==> config.mk <==
export PLATFORM = sky130hd
export DESIGN_NAME = dcache_ctrl
export DESIGN_NICKNAME = d
export VERILOG_FILES = /design/src/rtl/sys_defs.sv /design/src/rtl/dcache_wb_fifo.sv /design/src/rtl/dcache_ctrl.sv
export SDC_FILE = /design/constraint.sdc
export NUM_CORES = 2
export LEC_CHECK = 0
export BUFFER_PORTS_ARGS = -buffer_cell sky130_fd_sc_hd__buf_2
export CAP_MARGIN = 20
export CORE_ASPECT_RATIO = 0.6
export CORE_MARGIN = 5
export CORE_UTILIZATION = 55
export CTS_BUF_LIST = sky130_fd_sc_hd__clkbuf_8
export DETAILED_ROUTE_END_ITERATION = 7
export GPL_TIMING_DRIVEN = 1
export HOLD_SLACK_MARGIN = 0.08
export PLACE_DENSITY_LB_ADDON = 0.12
export RECOVER_POWER = 50
export SETUP_SLACK_MARGIN = 0.3
export SYNTH_ARGS = -nofsm -noshare
export SYNTH_HDL_FRONTEND = slang
export SYNTH_SLANG_ARGS = --single-unit
export TNS_END_PERCENT = 30
==> constraint.sdc <==
create_clock -name clock -period 13.1 [get_ports clock]
set_input_delay 1.31 -clock clock [delete_from_list [all_inputs] [get_ports clock]]
set_output_delay 1.31 -clock clock [all_outputs]
set_load 0.1 [all_outputs]
==> src/rtl/sys_defs.sv <==
// Shared types for the data-cache miss/writeback path: bus commands, MSHR and writeback entries.
// Pure declarations; no timing or flow control of its own.
package sys_defs;

    typedef enum logic [1:0] {
        BUS_NONE  = 2'h0,
        BUS_LOAD  = 2'h1,
        BUS_STORE = 2'h2
    } BUS_COMMAND;

    localparam int DCACHE_IDX_W = 5;
    localparam int DCACHE_TAG_W = 8;

    typedef enum logic [1:0] {
        INVALID    = 2'h0,
        WAIT_ISSUE = 2'h1,
        WAIT_MEM   = 2'h2,
        DONE       = 2'h3
    } MSHR_STATE;

    typedef struct packed {
        MSHR_STATE   state;
        logic [15:0] addr;
        logic [3:0]  mem_tag;
        logic [63:0] data;
    } MSHR_ENTRY;

    typedef struct packed {
        logic [15:0] addr;
        logic [63:0] data;
    } WB_ENTRY;

    function automatic logic [15:0] blk_addr(input logic [15:0] a);
        return {a[15:3], 3'b000};
    endfunction

endpackage

==> src/rtl/dcache_wb_fifo.sv <==
// Dirty-victim FIFO: 3-wide push (port 2 first), 1 pop, visible to pop the cycle after push.
// Never stalls pushes; almost_full warns upstream while fewer than 3 slots are free.
module dcache_wb_fifo
    import sys_defs::*;
#(
    parameter int DEPTH = 4,
    parameter int NCMP  = 4,
    localparam int PTR_W = $clog2(DEPTH),
    localparam int CNT_W = $clog2(DEPTH + 1)
) (
    input  logic                  clock,
    input  logic                  reset,
    input  logic [2:0]            push,
    input  WB_ENTRY [2:0]         push_entry,
    input  logic                  pop,
    output WB_ENTRY               head,
    output logic                  empty,
    output logic                  almost_full,
    input  logic [NCMP-1:0][15:0] cmp_addr,
    output logic [NCMP-1:0]       cmp_hit
);

    WB_ENTRY          mem [DEPTH];
    logic [PTR_W-1:0] rd_ptr;
    logic [PTR_W-1:0] wr_ptr;
    logic [CNT_W-1:0] count;
    logic [1:0]       off [3];
    logic [2:0]       n_push;
    logic             do_pop;
    logic [DEPTH-1:0] slot_vld;

    // Sum never exceeds 2*DEPTH, so a single conditional subtract wraps it.
    function automatic logic [PTR_W-1:0] ptr_add(input logic [PTR_W-1:0] p, input logic [1:0] o);
        logic [PTR_W:0] s;
        s = {1'b0, p} + (PTR_W+1)'(o);
        if (s >= (PTR_W+1)'(DEPTH))
            s = s - (PTR_W+1)'(DEPTH);
        return s[PTR_W-1:0];
    endfunction

    always_comb begin
        off[2] = 2'd0;
        off[1] = {1'b0, push[2]};
        off[0] = {1'b0, push[2]} + {1'b0, push[1]};
        n_push = {1'b0, off[0]} + {2'b00, push[0]};
    end

    assign empty       = (count == '0);
    assign do_pop      = pop && !empty;
    assign head        = mem[rd_ptr];
    assign almost_full = (DEPTH - int'(count)) < 3;

    always_ff @(posedge clock) begin
        if (reset) begin
            rd_ptr <= '0;
            wr_ptr <= '0;
            count  <= '0;
        end else begin
            if (do_pop)
                rd_ptr <= ptr_add(rd_ptr, 2'd1);
            wr_ptr <= ptr_add(wr_ptr, n_push[1:0]);
            count  <= count + CNT_W'(n_push) - CNT_W'(do_pop);
        end
    end

    // When full, a same-cycle pop frees the head slot that wr_ptr points at.
    always_ff @(posedge clock) begin
        for (int k = 0; k < 3; k++) begin
            if (push[k])
                mem[ptr_add(wr_ptr, off[k])] <= push_entry[k];
        end
    end

    always_ff @(posedge clock) begin
        if (!reset)
            assert (int'(count) + int'(n_push) - int'(do_pop) <= DEPTH);
    end

    always_comb begin
        for (int i = 0; i < DEPTH; i++) begin
            slot_vld[i] = ((i >= int'(rd_ptr)) ? (i - int'(rd_ptr))
                                               : (i + DEPTH - int'(rd_ptr))) < int'(count);
        end
    end

    // Same-cycle pushes count as hits so a load never overtakes a writeback.
    always_comb begin
        for (int c = 0; c < NCMP; c++) begin
            cmp_hit[c] = 1'b0;
            for (int i = 0; i < DEPTH; i++) begin
                if (slot_vld[i] && (mem[i].addr == cmp_addr[c]))
                    cmp_hit[c] = 1'b1;
            end
            for (int k = 0; k < 3; k++) begin
                if (push[k] && (push_entry[k].addr == cmp_addr[c]))
                    cmp_hit[c] = 1'b1;
            end
        end
    end

endmodule

==> src/rtl/dcache_ctrl.sv <==
// Data-cache miss/writeback controller: MSHR table, writeback FIFO, single-command Dmem issue, fill port.
// Miss -> BUS_LOAD one cycle later, data tag -> wr2 one cycle later; misses stall only when no MSHR is free.
module dcache_ctrl
    import sys_defs::*;
#(
    parameter int MSHR_NUM = 4,
    parameter int WB_DEPTH = 4
) (
    input  logic                    clock,
    input  logic                    reset,
    input  logic [2:0]              evict_valid,
    input  logic [2:0][15:0]        evict_addr,
    input  logic [2:0][63:0]        evict_data,
    output logic                    wb_almost_full,
    input  logic [1:0]              miss_valid,
    input  logic [1:0][15:0]        miss_addr,
    output logic [1:0]              miss_stall,
    output logic                    wr2_en,
    output logic [DCACHE_IDX_W-1:0] wr2_idx,
    output logic [DCACHE_TAG_W-1:0] wr2_tag,
    output logic [63:0]             wr2_data,
    output logic [1:0]              proc2Dmem_command,
    output logic [31:0]             proc2Dmem_addr,
    output logic [63:0]             proc2Dmem_data,
    input  logic [3:0]              Dmem2proc_response,
    input  logic [63:0]             Dmem2proc_data,
    input  logic [3:0]              Dmem2proc_tag
);

    localparam int MI_W = (MSHR_NUM > 1) ? $clog2(MSHR_NUM) : 1;

    MSHR_ENTRY                mshr [MSHR_NUM];
    WB_ENTRY [2:0]            wb_push_entry;
    WB_ENTRY                  wb_head;
    logic                     wb_empty;
    logic                     wb_pop;
    logic [MSHR_NUM-1:0][15:0] cmp_addr;
    logic [MSHR_NUM-1:0]      cmp_hit;

    logic [15:0]     blk1, blk0;
    logic            hit1, hit0, same_blk, need1, need0;
    logic            got1, got0, stall1;
    logic [MI_W-1:0] free1, free0;
    logic            issue_load, load_acc;
    logic [MI_W-1:0] issue_sel;
    logic            fill_vld;
    logic [MI_W-1:0] fill_sel;

    always_comb begin
        for (int k = 0; k < 3; k++)
            wb_push_entry[k] = '{addr: evict_addr[k], data: evict_data[k]};
        for (int i = 0; i < MSHR_NUM; i++)
            cmp_addr[i] = mshr[i].addr;
    end

    dcache_wb_fifo #(
        .DEPTH (WB_DEPTH),
        .NCMP  (MSHR_NUM)
    ) u_wb_fifo (
        .clock       (clock),
        .reset       (reset),
        .push        (evict_valid),
        .push_entry  (wb_push_entry),
        .pop         (wb_pop),
        .head        (wb_head),
        .empty       (wb_empty),
        .almost_full (wb_almost_full),
        .cmp_addr    (cmp_addr),
        .cmp_hit     (cmp_hit)
    );

    // Port 1 allocates first; port 0 merges with port 1 or any live entry of the same block.
    always_comb begin
        blk1     = blk_addr(miss_addr[1]);
        blk0     = blk_addr(miss_addr[0]);
        hit1     = 1'b0;
        hit0     = 1'b0;
        for (int i = 0; i < MSHR_NUM; i++) begin
            if (mshr[i].state != INVALID) begin
                if (mshr[i].addr == blk1) hit1 = 1'b1;
                if (mshr[i].addr == blk0) hit0 = 1'b1;
            end
        end
        same_blk = miss_valid[1] && (blk0 == blk1);
        need1    = miss_valid[1] && !hit1;
        need0    = miss_valid[0] && !hit0 && !same_blk;
        got1     = 1'b0;
        got0     = 1'b0;
        free1    = '0;
        free0    = '0;
        for (int i = 0; i < MSHR_NUM; i++) begin
            if (mshr[i].state == INVALID) begin
                if (need1 && !got1) begin
                    got1  = 1'b1;
                    free1 = MI_W'(i);
                end else if (need0 && !got0) begin
                    got0  = 1'b1;
                    free0 = MI_W'(i);
                end
            end
        end
        stall1        = need1 && !got1;
        miss_stall[1] = stall1;
        miss_stall[0] = same_blk ? (miss_valid[0] && stall1) : (need0 && !got0);
    end

    // Writebacks always win the bus; a load waits while its block is still queued for writeback.
    always_comb begin
        issue_load = 1'b0;
        issue_sel  = '0;
        for (int i = 0; i < MSHR_NUM; i++) begin
            if (!issue_load && (mshr[i].state == WAIT_ISSUE) && !cmp_hit[i]) begin
                issue_load = 1'b1;
                issue_sel  = MI_W'(i);
            end
        end
        proc2Dmem_command = BUS_NONE;
        proc2Dmem_addr    = 32'h0;
        proc2Dmem_data    = 64'h0;
        if (!wb_empty) begin
            proc2Dmem_command = BUS_STORE;
            proc2Dmem_addr    = {16'h0, wb_head.addr};
            proc2Dmem_data    = wb_head.data;
        end else if (issue_load) begin
            proc2Dmem_command = BUS_LOAD;
            proc2Dmem_addr    = {16'h0, mshr[issue_sel].addr};
        end
        wb_pop   = !wb_empty && (Dmem2proc_response != 4'h0);
        load_acc = wb_empty && issue_load && (Dmem2proc_response != 4'h0);
    end

    always_comb begin
        fill_vld = 1'b0;
        fill_sel = '0;
        for (int i = 0; i < MSHR_NUM; i++) begin
            if (!fill_vld && (mshr[i].state == DONE)) begin
                fill_vld = 1'b1;
                fill_sel = MI_W'(i);
            end
        end
        wr2_en   = fill_vld;
        wr2_idx  = '0;
        wr2_tag  = '0;
        wr2_data = 64'h0;
        if (fill_vld) begin
            wr2_idx  = mshr[fill_sel].addr[7:3];
            wr2_tag  = mshr[fill_sel].addr[15:8];
            wr2_data = mshr[fill_sel].data;
        end
    end

    // Tag return, issue acceptance, fill and allocation always touch distinct entries.
    always_ff @(posedge clock) begin
        if (reset) begin
            for (int i = 0; i < MSHR_NUM; i++)
                mshr[i] <= '0;
        end else begin
            for (int i = 0; i < MSHR_NUM; i++) begin
                if ((mshr[i].state == WAIT_MEM) && (Dmem2proc_tag != 4'h0)
                        && (Dmem2proc_tag == mshr[i].mem_tag)) begin
                    mshr[i].state <= DONE;
                    mshr[i].data  <= Dmem2proc_data;
                end
            end
            if (load_acc) begin
                mshr[issue_sel].state   <= WAIT_MEM;
                mshr[issue_sel].mem_tag <= Dmem2proc_response;
            end
            if (fill_vld)
                mshr[fill_sel].state <= INVALID;
            if (got1)
                mshr[free1] <= '{state: WAIT_ISSUE, addr: blk1, mem_tag: 4'h0, data: 64'h0};
            if (got0)
                mshr[free0] <= '{state: WAIT_ISSUE, addr: blk0, mem_tag: 4'h0, data: 64'h0};
        end
    end

endmodule

==> run summary <==
final non-filler cell total: 5,743
sw frac: 49.8%
top-count cell post-synth: nand2_1
worst path cell trace: clkbuf_1, ha_1, xnor2_1, nor2_4, clkbuf_1, clkbuf_1, mux2i_1, o21ai_0
multi-input logic area: 22,500 sq um
CP startpoint kind: primary input
async set-reset flop share out of synthesis: 0%
die area: 81,900 sq um
Crit path arrival time: 8180 ps
antenna violations before repair: 44
Tcrit/Tclk final: 58.7%
failing checks: max-capacitance violations, max-slew violations
Ys Warns: 0
Combinational Power Share: 49.6%
Final GP Congestion: 1.05
Design Power: 9.72 mW
Clock Pin Slew Worst Setup and Hold Paths: 70 ps
CTS root buf: clkbuf_8
Layout Nets: 5,002
register area: 17,000 sq um
WP data required: 13,590 ps
Post-DRT Antenna Nets: 0
min Tclk post-route: 7690 ps
unrepaired setup endpoints after global routing: false
post-synthesis cell count: 4,402
total CTS buffers: 100
Synth cell types: 77
achievable clock frequency: 130 MHz
Worst setup EP type: register
initial core utilization: 55.4%
Clk pwr share: 18.0%
detailed router's first-iteration violation count: 4,738
fill count: 6,546
Worst Tran Pin Value: 4920 ps
Skew-Pair Late Insertion Delay: 790 ps
HP Class: register to register
Clock Skew: 38.8 ps
post-cts sizing count: 0
placed wire-length estimate: 97.2 mm
Critical Path Fanout Max: 46
Avg Cell Area, Syn: 9.51 sq um
Placed Instances: 5,520
TritonCTS clock tree: yes
Yosys top cell area share: 26.7%
Pre-antenna DRT Iters: 6
worst setup path category: primary input to register
num rows: 78
final setup violating endpoints: 0
H-tree lvl count: 3
gr ovfl total: 0
CTS sink cnt: 661
Hold Buf Count CTS: 0
slowest library cell on the worst path: clkbuf_1
Final Hold Fails: 0
setup TNS: 0 ps
Max Cap Violations: 17
crit-path most repeated cell: clkbuf_1
Peak VDD IR: 0.312 mV
GR Util All Layers: 35.9%
number of global-route vias before repair: 34,200
Yosys top cell by area: edfxtp_1
dpl ws: 6260 ps
sequential share of the synthesized area: 40.5%
number of synthesized flops with an enable pin: 372
final slew viol count: 725
# IOs: 530
delay of the slowest critical-path stage: 3030 ps
layout cells sized above 1: 19.3%
Avg WL per Cell: 26.8 microns
Pint: 4.88 mW
part of the power in registers: 32.4%
main area contributors after synthesis: edfxtp_1 27%, dfxtp_1 14%, mux2i_1 11%, nand2_1 5.5%, xor2_1 5.4%
commonest cells in the synthesized netlist: 611 x nand2_1, 453 x mux2i_1, 372 x edfxtp_1
largest net degree at the start of global routing: 113
maximum buffer depth of the clock tree: 3
flop and latch count out of synthesis: 661
Final Worst Setup Slack: 5410 ps
Post-DP Area: 44,100 sq um
Die Wd: 366 microns
Synth-to-Final Area Change: 10.1%
Synth Flop Type: edfxtp_1
Post-Syn Area: 41,900 sq um
Cell Pwr Density: 211 nW/um^2
postcts setup bufs: 0
core box area: 75,500 sq um
chip height: 224 microns
status: finished with violations
sw power: 4.84 mW
wire length of the first global-routing pass: 225 mm
DRC: 0
Vias/cell: 6.37
final instance area: 46,100 sq um
total routed wirelength: 154 mm
PortBufs: 507
vias: 36,600
slew margin rel.: -228%
Leakage: 17.1 nW
cells by family (layout without fill, tap and decap cells):
kind of cell	count (synthesis)	after routing	share of synthesized area [%]
AO/OA/AOI/OAI	798	798	12.3
XOR/XNOR	508	508	10.6
adder cells (fa/ha/maj)	23	23	0.723
buffers and inverters	513	804	6.08
flip-flops	661	661	40.5
multiplexers	533	533	15.1
other	1	51	0.00896
AND/OR/NAND/NOR	1365	1365	14.6
worst max-delay path, delay by kind of cell:
| kind | cells | cell delay, ps |
|---|---|---|
| AOI/OAI and AO/OA | 1 | 140 |
| adders and majority gates | 1 | 280 |
| xor gates and xnor gates | 1 | 190 |
| buffers and inverters | 3 | 5690 |
| muxes | 1 | 350 |
| and+or+nand+nor | 1 | 160 |
state kept, by name, summed over array words and instances, names as in the netlist, named ones only:
signal and flops:
u_wb_fifo.rd_ptr 2, mshr 332, u_wb_fifo.count 3, u_wb_fifo.mem 320, u_wb_fifo.wr_ptr 2
routing by layer:
layer / track usage [%] / up-vias / routed length, microns
li1: - / 16100 / -
met1: 49.1 / 17600 / 61400
met2: 53.0 / 2328 / 65700
met3: 12.3 / 487 / 19900
met4: 13.3 / 26 / 6430
met5: 0 / - / 171
cell type report:
class                   instances  area share (%)
repair buffers                602            6.99
flip-flops and latches        661            36.8
clock buffers                 114            3.40
inverters                      20           0.163
multi-input cells            3243            48.9
well taps                    1000            2.71
clock inverters                68           0.866
diodes                         35           0.190
worst paths after layout:
kind	startpoint	endpoint	slack, ps	cells past startpoint
worst min-delay path	mshr[1][63]	mshr[1][63]	460	2
worst max register to register	u_wb_fifo.wr_ptr[0]	u_wb_fifo.mem[3][35]	5890	7
worst min register to register	mshr[1][63]	mshr[1][63]	460	2
worst max-delay path	evict_valid[2]	u_wb_fifo.mem[3][35]	5410	8
metrics by stage:
step / utilization (%) / hold slack, ps
2_1_floorplan: - / 434
3_3_place_gp: 58.4 / 441
3_5_place_dp: 58.4 / 447
4_1_cts: 61.0 / 456
5_1_grt: 61.0 / 476
6_report: 61.0 / 456
cell usage in the layout (no fill, tap or decap), types with 9 or more instances in the layout:
cell       count
nand2_1      610
buf_2        506
mux2i_1      453
edfxtp_1     372
nor2_1       341
a21oi_1      302
dfxtp_1      287
xor2_1       256
xnor2_1      251
o21ai_0      168
nor4_1       127
clkbuf_8     114
mux4_2        80
buf_4         75
and2_1        71
a221oi_1      65
nand4_1       64
a21oi_2       64
inv_1         52
a22o_1        52
nor3_1        39
nand3_1       39
diode_2       35
a22oi_1       28
a31oi_1       23
ha_1          21
o221ai_1      17
clkbuf_1      17
conb_1        16
clkinv_1      15
or4_1         13
a2bb2oi_1     13
clkinv_2      11
nor2b_1       10
o211ai_1       9
power groups by stage:
stage | Combinational [mW] | Clock [mW] | Sequential, mW
floorplan | 3.88 | 0 | 2.85
global placement | 4.68 | 0 | 3.14
detailed placement | 4.72 | 0 | 3.14
CTS | 4.73 | 1.76 | 3.10
global route | 5.00 | 1.86 | 3.16
finish | 4.82 | 1.75 | 3.15
Note: power is estimated with default switching activity, not from simulation.
